File: config.mk
export PLATFORM = sky130hd
export DESIGN_NAME = dial_emu
export DESIGN_NICKNAME = d
export VERILOG_FILES = /design/src/rtl/dial_emu_pkg.sv /design/src/rtl/dial_emu_channel.sv /design/src/rtl/dial_emu.sv
export SDC_FILE = /design/constraint.sdc
export NUM_CORES = 1
export LEC_CHECK = 0
export BUFFER_PORTS_ARGS = -buffer_cell sky130_fd_sc_hd__buf_2
export CORE_ASPECT_RATIO = 2
export CORE_MARGIN = 2
export CORE_UTILIZATION = 30
export DETAILED_ROUTE_END_ITERATION = 7
export PLACE_DENSITY = 0.55
export SYNTH_ARGS = -nofsm -noshare
export SYNTH_HDL_FRONTEND = slang
export SYNTH_SLANG_ARGS = --single-unit
File: constraint.sdc
create_clock -name clk -period 5.5 [get_ports clk]
set_clock_uncertainty 0.1 [all_clocks]
set_input_delay 1.1 -clock clk [delete_from_list [all_inputs] [get_ports clk]]
set_output_delay 1.1 -clock clk [all_outputs]
set_load 0.05 [all_outputs]
File: src/rtl/dial_emu_pkg.sv
// Shared types and arithmetic helpers for the dial/spinner emulator.
// Helpers work on int so a single definition serves any accumulator width.
package dial_emu_pkg;

    typedef enum logic {
        ST_IDLE = 1'b0,
        ST_HOLD = 1'b1
    } btn_state_t;

    // Symmetric clamp to +/-(2^(acc_w-1)-1): the most-negative code never appears.
    function automatic int sat_add(input int a, input int b, input int acc_w);
        int lim;
        int sum;
        int res;
        lim = (1 << (acc_w - 1)) - 1;
        sum = a + b;
        if (sum > lim) begin
            res = lim;
        end else if (sum < -lim) begin
            res = -lim;
        end else begin
            res = sum;
        end
        return res;
    endfunction

    function automatic int sign_step(input int v);
        int res;
        if (v > 0) begin
            res = 1;
        end else if (v < 0) begin
            res = -1;
        end else begin
            res = 0;
        end
        return res;
    endfunction

endpackage

File: src/rtl/dial_emu_channel.sv
// One dial channel: button repeat FSM with acceleration, spinner accumulator
// draining one step per tick, and the wrapping dial counter.
module dial_channel
    import dial_emu_pkg::*;
#(
    parameter int WIDTH       = 5,
    parameter int SLOW_PERIOD = 16,
    parameter int FAST_PERIOD = 4,
    parameter int ACCEL_DEC   = 2,
    parameter int ACC_W       = 10
) (
    input  logic              clk,
    input  logic              reset_n,
    input  logic              i_tick,
    input  logic              i_use_spinner,
    input  logic              i_move_left,
    input  logic              i_move_right,
    input  logic signed [7:0] i_spin_delta,
    input  logic              i_spin_stb,
    output logic [WIDTH-1:0]  o_dial,
    output logic              o_dir,
    output logic              o_step
);

    localparam int CNT_W = $clog2(SLOW_PERIOD + 1);
    localparam logic [CNT_W-1:0] P_SLOW = CNT_W'(SLOW_PERIOD);
    localparam logic [CNT_W-1:0] P_FAST = CNT_W'(FAST_PERIOD);

    btn_state_t              r_state, w_state_nx;
    logic [CNT_W-1:0]        r_cnt, w_cnt_nx;
    logic [CNT_W-1:0]        r_period, w_period_nx;
    logic [CNT_W-1:0]        w_period_dec;
    logic signed [ACC_W-1:0] r_acc, w_acc_nx;
    logic                    r_mode;
    logic [WIDTH-1:0]        r_dial;
    logic                    r_dir;
    logic                    r_step;
    logic                    w_one;
    logic                    w_step;
    logic                    w_step_up;
    logic                    w_drain;
    int                      w_sign;
    int                      w_delta;

    assign w_one = i_move_left ^ i_move_right;
    assign w_period_dec = (int'(r_period) - ACCEL_DEC <= FAST_PERIOD) ?
                          P_FAST : r_period - CNT_W'(ACCEL_DEC);

    always_comb begin
        w_state_nx  = r_state;
        w_cnt_nx    = r_cnt;
        w_period_nx = r_period;
        w_acc_nx    = r_acc;
        w_step      = 1'b0;
        w_step_up   = r_dir;
        w_sign      = sign_step(int'(r_acc));
        w_drain     = i_tick && (w_sign != 0);
        w_delta     = i_spin_stb ? int'(i_spin_delta) : 0;

        // A mode flip only cancels pending motion; the new mode acts next cycle.
        if (i_use_spinner != r_mode) begin
            w_state_nx  = ST_IDLE;
            w_period_nx = P_SLOW;
            w_acc_nx    = '0;
        end else if (r_mode) begin
            w_step    = w_drain;
            w_step_up = (w_sign > 0);
            w_acc_nx  = ACC_W'(sat_add(int'(r_acc), w_delta - (w_drain ? w_sign : 0), ACC_W));
        end else begin
            case (r_state)
                ST_IDLE: begin
                    if (w_one) begin
                        w_step      = 1'b1;
                        w_step_up   = i_move_right;
                        w_cnt_nx    = P_SLOW;
                        w_period_nx = P_SLOW;
                        w_state_nx  = ST_HOLD;
                    end
                end
                ST_HOLD: begin
                    if (!w_one) begin
                        w_state_nx  = ST_IDLE;
                        w_period_nx = P_SLOW;
                    end else if (i_move_right != r_dir) begin
                        w_step      = 1'b1;
                        w_step_up   = i_move_right;
                        w_cnt_nx    = P_SLOW;
                        w_period_nx = P_SLOW;
                    end else if (i_tick) begin
                        if (r_cnt == CNT_W'(1)) begin
                            w_step      = 1'b1;
                            w_period_nx = w_period_dec;
                            w_cnt_nx    = w_period_dec;
                        end else begin
                            w_cnt_nx = r_cnt - 1'b1;
                        end
                    end
                end
                default: w_state_nx = ST_IDLE;
            endcase
        end
    end

    always_ff @(posedge clk) begin
        if (!reset_n) begin
            r_state  <= ST_IDLE;
            r_cnt    <= P_SLOW;
            r_period <= P_SLOW;
            r_acc    <= '0;
            r_mode   <= i_use_spinner;
            r_dial   <= '0;
            r_dir    <= 1'b0;
            r_step   <= 1'b0;
        end else begin
            r_state  <= w_state_nx;
            r_cnt    <= w_cnt_nx;
            r_period <= w_period_nx;
            r_acc    <= w_acc_nx;
            r_mode   <= i_use_spinner;
            r_step   <= w_step;
            if (w_step) begin
                r_dial <= w_step_up ? r_dial + 1'b1 : r_dial - 1'b1;
                r_dir  <= w_step_up;
            end
        end
    end

    assign o_dial = r_dial;
    assign o_dir  = r_dir;
    assign o_step = r_step;

endmodule

File: src/rtl/dial_emu.sv
// Multi-channel rotary dial / spinner emulator: shared step-tick prescaler
// plus one independent dial_channel per output count.
module dial_emu #(
    parameter int CHANNELS    = 2,
    parameter int WIDTH       = 5,
    parameter int TICK_DIV    = 24000,
    parameter int SLOW_PERIOD = 16,
    parameter int FAST_PERIOD = 4,
    parameter int ACCEL_DEC   = 2,
    parameter int ACC_W       = 10
) (
    input  logic                      clk,
    input  logic                      reset_n,
    input  logic [CHANNELS-1:0]       use_spinner,
    input  logic [CHANNELS-1:0]       move_left,
    input  logic [CHANNELS-1:0]       move_right,
    input  logic [CHANNELS*8-1:0]     spin_delta,
    input  logic [CHANNELS-1:0]       spin_stb,
    output logic [CHANNELS*WIDTH-1:0] dial_out,
    output logic [CHANNELS-1:0]       dial_dir,
    output logic [CHANNELS-1:0]       step_pulse
);

    localparam int PRESC_W = (TICK_DIV > 1) ? $clog2(TICK_DIV) : 1;

    logic [PRESC_W-1:0] r_presc;
    logic               w_tick;

    assign w_tick = (r_presc == PRESC_W'(TICK_DIV - 1));

    always_ff @(posedge clk) begin
        if (!reset_n) begin
            r_presc <= '0;
        end else if (w_tick) begin
            r_presc <= '0;
        end else begin
            r_presc <= r_presc + 1'b1;
        end
    end

    for (genvar g = 0; g < CHANNELS; g++) begin : g_ch
        dial_channel #(
            .WIDTH       (WIDTH),
            .SLOW_PERIOD (SLOW_PERIOD),
            .FAST_PERIOD (FAST_PERIOD),
            .ACCEL_DEC   (ACCEL_DEC),
            .ACC_W       (ACC_W)
        ) u_ch (
            .clk          (clk),
            .reset_n      (reset_n),
            .i_tick       (w_tick),
            .i_use_spinner(use_spinner[g]),
            .i_move_left  (move_left[g]),
            .i_move_right (move_right[g]),
            .i_spin_delta (spin_delta[g*8 +: 8]),
            .i_spin_stb   (spin_stb[g]),
            .o_dial       (dial_out[g*WIDTH +: WIDTH]),
            .o_dir        (dial_dir[g]),
            .o_step       (step_pulse[g])
        );
    end

endmodule

## Yosys cells after proc, flatten, opt, wreduce, memory -nomap -nowiden

Index checks and enable logic that the tools add are counted.

| cells by class | value |
|---|---|
| eq/ne operators | 17 |
| bitwise gates (word level) | 9 |
| add/subtract/negate cells | 15 |
| order comparisons | 12 |
| mux-type cells | 66 |
| reductions and logical operators | 11 |

Operators with widths:

| kind | number |
|---|---|
| $mux W32 | 8 |
| $mux W5 | 22 |
| $add A10 B32 Y32 | 2 |
| $gt A32 B1 Y1 const B | 2 |
| $gt A32 B10 Y1 const B | 2 |
| $le A32 B4 Y1 const B | 2 |
| $lt A32 B10 Y1 const B | 2 |
| $reduce_bool A32 Y1 | 2 |
| $sub A32 B32 Y32 | 2 |
| $mux W10 | 4 |
| $pmux W5 S2 | 4 |
| $mux W1 | 24 |
| $gt A10 B1 Y1 const B | 2 |
| $lt A10 B1 Y1 const B | 2 |
| $sub A5 B1 Y5 const B | 4 |
| $add A15 B1 Y15 const B | 1 |
| $eq A15 B15 Y1 const B | 1 |
| $ne A4 B4 Y1 const B | 3 |
| $sub A5 B2 Y6 const B | 2 |
| $add A5 B1 Y5 const B | 2 |
| $eq A5 B1 Y1 const B | 2 |
| $reduce_and A5 Y1 | 2 |
| $sub A5 B2 Y5 const B | 2 |
| $pmux W1 S2 | 4 |
| other kinds (11) | 27 |

| word-level totals | value |
|---|---|
| bits in registers | 73 |
| logic and storage cells | 147 |
| output and inout port bits | 14 |
| input bits | 26 |

## Longest topological paths before layout

| logic depth | value |
|---|---|
| word-level depth | 11 |
| mapped depth | 24 |
| mapped depth without buffers | 22 |

## Cells and area by module

From an unflattened synthesis, not the netlist that was laid out.

| second synthesis, totals | value |
|---|---|
| cells, all modules | 791 |
| area, all modules | 6,298.5 µm² |

By module, submodules not included:

| module | seq. area each (µm²) | cells an instance | area an instance (µm²) | times used |
|---|---|---|---|---|
| dial_channel | 580.6 | 359 | 2,819.0 | 2 |
| dial_emu | 300.3 | 73 | 660.6 | 1 |

## Worst setup path after synthesis

Ideal clock, no wire load.

| timing | value |
|---|---|
| path kind | register -> register |
| from | reg r_presc[0] |
| to | reg g_ch[1].u_ch.r_acc[8] |
| clock period less this slack | 5.359 ns |
| path buffers | 1 |
| setup slack | 0.141 ns |
| required time | 5.248 ns |
| cell stages (with the launch flop) | 20 |
| setup time | 0.152 ns |
| arrival time | 5.108 ns |
| cells stage by stage | dfxtp_1 ha_1 and3_1 clkbuf_1 and2_1 nand2_1 fa_1 fa_1 a21o_1 a22o_2 nor4_1 o21bai_1 a21oi_1 o21bai_1 fa_1 or4_1 nor4_1 a32oi_2 a21oi_1 nor3_1 |

| on the way | value |
|---|---|
| word-level cells in the longest chain between the ends | 8 |
| elaborated cells on any way between the ends | 9 |
| classes of those cells | add/sub: 2; order compare: 2; eq/ne: 1; mux: 3; reduce/logical: 1 |

RTL lines:

| item | RTL line | source |
|---|---|---|
| start, declared | dial_emu.sv:26 | `logic [PRESC_W-1:0] r_presc;` |
| start signal, assigned | dial_emu.sv:37 | `r_presc <= r_presc + 1'b1;` |
| $eq A15 B15 Y1 * | dial_emu.sv:29 | `assign w_tick = (r_presc == PRESC_W'(TICK_DIV - 1));` |
| $logic_and A1 B1 Y1 * | dial_emu_channel.sv:57 | `w_drain = i_tick && (w_sign != 0);` |
| $mux W32 * | dial_emu_channel.sv:68 | `w_acc_nx = ACC_W'(sat_add(int'(r_acc), w_delta - (w_drain ? w_sign : 0), ACC_W));` |
| $sub A32 B32 Y32 * | dial_emu_channel.sv:68 |  |
| $add A10 B32 Y32 * | dial_emu_pkg.sv:16 | `sum = a + b;` |
| $lt A32 B10 Y1 | dial_emu_pkg.sv:19 | `end else if (sum < -lim) begin` |
| $mux W10 | dial_emu_pkg.sv:19 |  |
| $mux W10 * | dial_emu_pkg.sv:17 | `if (sum > lim) begin` |
| end signal, assigned | dial_emu_channel.sv:118 | `r_acc <= w_acc_nx;` |
| end, declared | dial_emu_channel.sv:33 | `logic signed [ACC_W-1:0] r_acc, w_acc_nx;` |

Mark *: on every way between the ends. The rest lies on a longest branch, timed or not.
A chain may end at the register's enable or synchronous reset.

## Worst setup path in the final report

| timing | value |
|---|---|
| from | reg r_presc[9] |
| to | reg g_ch[1].u_ch.r_acc[0] |

Same word-level chain as after synthesis.

==> flow_metrics.env <==
export IMPL_end_kind="flop"
export IMPL_start_util_pct=30.3
export IMPL_fillers=2013
export IMPL_drt_iter0_markers=77
export IMPL_start_kind="flop"
export IMPL_rr_endpoint="g_ch[1].u_ch.r_acc[0]"
export IMPL_synth_edf_count=0
export IMPL_cts_tree="yes"
export IMPL_p_int_w=0.00126
export IMPL_setup_violations_final=0
export IMPL_switching_share_pct=37.0
export IMPL_antenna_diode_count=0
export IMPL_cts_sinks=73
export IMPL_grt_pass1_vias=5723
export IMPL_synth_async_reset_ratio_pct=0
export IMPL_clockBufferDepth=2
export IMPL_wl_um=16000
export IMPL_post_place_ws_ns=-0.167
export IMPL_drc=0
export IMPL_p_per_area_mw_per_mm2=275
export IMPL_critPathMaxFanout=5
export IMPL_dieArea_mm2=0.0206
export IMPL_cp_num_cells=19
export IMPL_whs_ns=0.381
export IMPL_holdCritStartpoint="g_ch[1].u_ch.r_period[0]"
export IMPL_first_pass_iters=5
export IMPL_core_area_mm2=0.0192
export IMPL_nets=893
export IMPL_ios=40
export IMPL_routabilityCongestion=0.806
export IMPL_fin_area_mm2=0.00724
export IMPL_netlist_top_cells_area="dfxtp_1 25%, ha_1 9.9%, fa_1 8.6%"
export IMPL_grt_max_degree=30
export IMPL_fin_ws_ns=0.258
export IMPL_min_period_ns=5.24
export IMPL_syn_area_per_cell_um2=8.36
export IMPL_arrival_ns=5.33
export IMPL_ys_seq_area_share_pct=25.1
export IMPL_synth_seq_cells=73
export IMPL_cts_root_buffer="clkbuf_16"
export IMPL_tightest_slew_ns=1.29
export IMPL_critPathSlowestCell="or4_1"
export IMPL_crit_end="g_ch[1].u_ch.r_acc[0]"
export IMPL_max_freq_mhz=191
export IMPL_maxCapViolations=0
export IMPL_die_height_um=201
export IMPL_syn_nets=793
export IMPL_r2r_start="r_presc[9]"
export IMPL_antenna_found_initial=0
export IMPL_startpoint="r_presc[9]"
export IMPL_syn2layout_area_growth_pct=24.5
export IMPL_fin_crit_sh_pct=95.3
export IMPL_hold_path_class="reg -> reg"
export IMPL_layout_drive_gt1_share_pct=20.6
export IMPL_finalHoldViolations=0
export IMPL_track_usage_pct=16.1
export IMPL_synth_largest_area_cell="dfxtp_1"
export IMPL_switchingPower_w=0.000737
export IMPL_critPathTopFamily="simple AND/OR/NAND/NOR gates"
export IMPL_io_buffers=39
export IMPL_netlist_area_mm2=0.00582
export IMPL_htreeDepth=3
export IMPL_wl_per_cell_um=15.1
export IMPL_rows=72
export IMPL_report_final_slew_viol_count=0
export IMPL_crit_path_max_incr_delay_ns=0.56
export IMPL_multi_input_area_mm2=0.00428
export IMPL_numCtsBuffers=9
export IMPL_ir_drop_v=0.000122
export IMPL_die_w_um=102
export IMPL_ctsHoldBuffers=0
export IMPL_place_area_mm2=0.00675
export IMPL_leakage_nw=3.08
export IMPL_max_slew_margin_pct=12.7
export IMPL_clk_pin_slew_worst_paths_ns=0.06
export IMPL_viasPerCell=5.03
export IMPL_path_buf_inv=1
export IMPL_synth_most_common_cell="dfxtp_1"
export IMPL_p_comb_share_pct=42.8
export IMPL_reg2reg_slack_ns=0.26
export IMPL_drt_antenna_violating_nets=0
export IMPL_synth_commonest_cells="73 x dfxtp_1, 66 x nor2_1, 53 x inv_1"
export IMPL_synth_cells=696
export IMPL_seq_power_share_pct=29.2
export IMPL_dp_hpwl_um=12900
export IMPL_overflow=0
export IMPL_yosys_warnings=0
export IMPL_synth_top_area_share_pct=25.1
export IMPL_grt_pass1_wl_um=26500
export IMPL_outcome="complete, no violations"
export IMPL_critical_path_class="reg -> reg"
export IMPL_clockPowerShare_pct=28.0
export IMPL_r2r_cells=19
export IMPL_setup_tns_ns=0
export IMPL_vias=5331
export IMPL_power_w=0.00199
export IMPL_clk_insertion_delay_late_ns=0.34
export IMPL_synthFlopType="dfxtp_1"
export IMPL_seq_area_mm2=0.00146
export IMPL_worstPathCellList="nor4b_1, and3_1, and2_4, nand2_4, fa_1, ha_1, buf_4, a21oi_1, o31ai_2, a311oi_2, nor2_1, nor2_1, o21bai_2, fa_1, or4_1, nor4_4, a32oi_4, nor2_2, a221oi_1"
export IMPL_crit_required_ns=5.59
export IMPL_synth_distinct_cells=63
[per-layer routing]
layer | up-vias | share of wire (%) | track usage, %
li1 | 2687 | - | -
met3 | 27 | 2.0 | 2.19
met5 | - | 0 | 0
met1 | 2528 | 36 | 15.4
met4 | 0 | 2.5 | 5.76
met2 | 89 | 60 | 32.8
[layout by cell type, fill, tap and decap left out, types with 7 or more instances in the layout]
cell / Yosys / routed
and2_1: 19 / 18
inv_1: 53 / 53
nand2b_1: 8 / 8
buf_4: 4 / 67
a21o_1: 13 / 13
nor2b_1: 17 / 16
nor4_1: 9 / 7
dfxtp_1: 73 / 73
o21bai_1: 8 / 7
xor2_1: 17 / 17
clkbuf_16: 0 / 9
nand3_1: 17 / 17
o21ai_0: 16 / 15
mux2i_1: 10 / 10
xnor2_1: 34 / 34
nand2_1: 48 / 47
fa_1: 25 / 24
a211oi_1: 18 / 15
and3_1: 13 / 13
a21oi_1: 39 / 36
buf_2: 0 / 39
a31o_2: 8 / 8
nor3_1: 29 / 27
nor2_1: 66 / 65
ha_1: 46 / 45
or3_1: 7 / 7
[stage by stage]
stage               utilization (%)  std cells
finish                         37.7       1060
global route                   37.7       1060
CTS                            36.8       1058
detailed placement             35.2       1042
global placement               35.2       1042
floorplan                         -        696
[kinds of logic after synthesis]
group / count (synthesis) / synth area share [%]
flops: 73 / 25.1
mux: 10 / 1.72
buf+inv: 71 / 4.84
fa+ha+maj: 72 / 18.7
compound gates: 159 / 19.1
xor+xnor: 51 / 7.68
simple gates: 260 / 22.8
[timing repair]
item	CTS	global route
hold endpoints to repair	0	0
cloned	0	1
endpoints found under the setup margin	9	18
pin swaps	0	5
buffers inserted	0	1
gates resized for setup	5	32
[tightest hold or removal path, cell delays in order (launching register included)]
cell and delay (ns):
dfxtp_1 0.32, inv_1 0.07, a211oi_1 0.05
[power by group through the flow]
stage | Sequential (W) | Clock [W] | Combinational, W
6_report | 0.000583 | 0.000559 | 0.000853
5_1_grt | 0.000587 | 0.000600 | 0.000952
3_3_place_gp | 0.000594 | 0 | 0.000783
4_1_cts | 0.000582 | 0.000580 | 0.000799
2_1_floorplan | 0.000606 | 0 | 0.000529
3_5_place_dp | 0.000594 | 0 | 0.000787
[sequential cells by signal, summed over array words and instances, names as in the netlist]
signal / count
g_ch.u_ch.r_acc: 20
r_presc: 15
g_ch.u_ch.o_dial: 10
g_ch.u_ch.r_cnt: 10
g_ch.u_ch.r_period: 10
g_ch.u_ch.o_dir: 2
g_ch.u_ch.o_step: 2
g_ch.u_ch.r_mode: 2
g_ch.u_ch.r_state: 2
[layout make-up]
type / count / area share [%]
well taps: 259 / 4.47
multi-input cells: 553 / 59.1
clock inverters: 5 / 0.415
flip-flops and latches: 73 / 20.2
clock buffers: 11 / 3.49
repair buffers: 106 / 9.64
inverters: 53 / 2.75
[worst min path at each step]
| stage | end | slack [ns] | cells after the start |
|---|---|---|---|
| after global routing | g_ch[0].u_ch.r_period[0] | 0.40 | 2 |
| final | g_ch[1].u_ch.r_period[0] | 0.38 | 2 |
| after global placement | g_ch[0].u_ch.r_period[0] | 0.37 | 2 |
| after CTS | g_ch[0].u_ch.r_period[0] | 0.38 | 2 |
| after floorplan | r_presc[0] | 0.33 | 1 |
| after detailed placement | g_ch[0].u_ch.r_period[0] | 0.37 | 2 |
No activity file was read; power rests on OpenSTA's default activity.
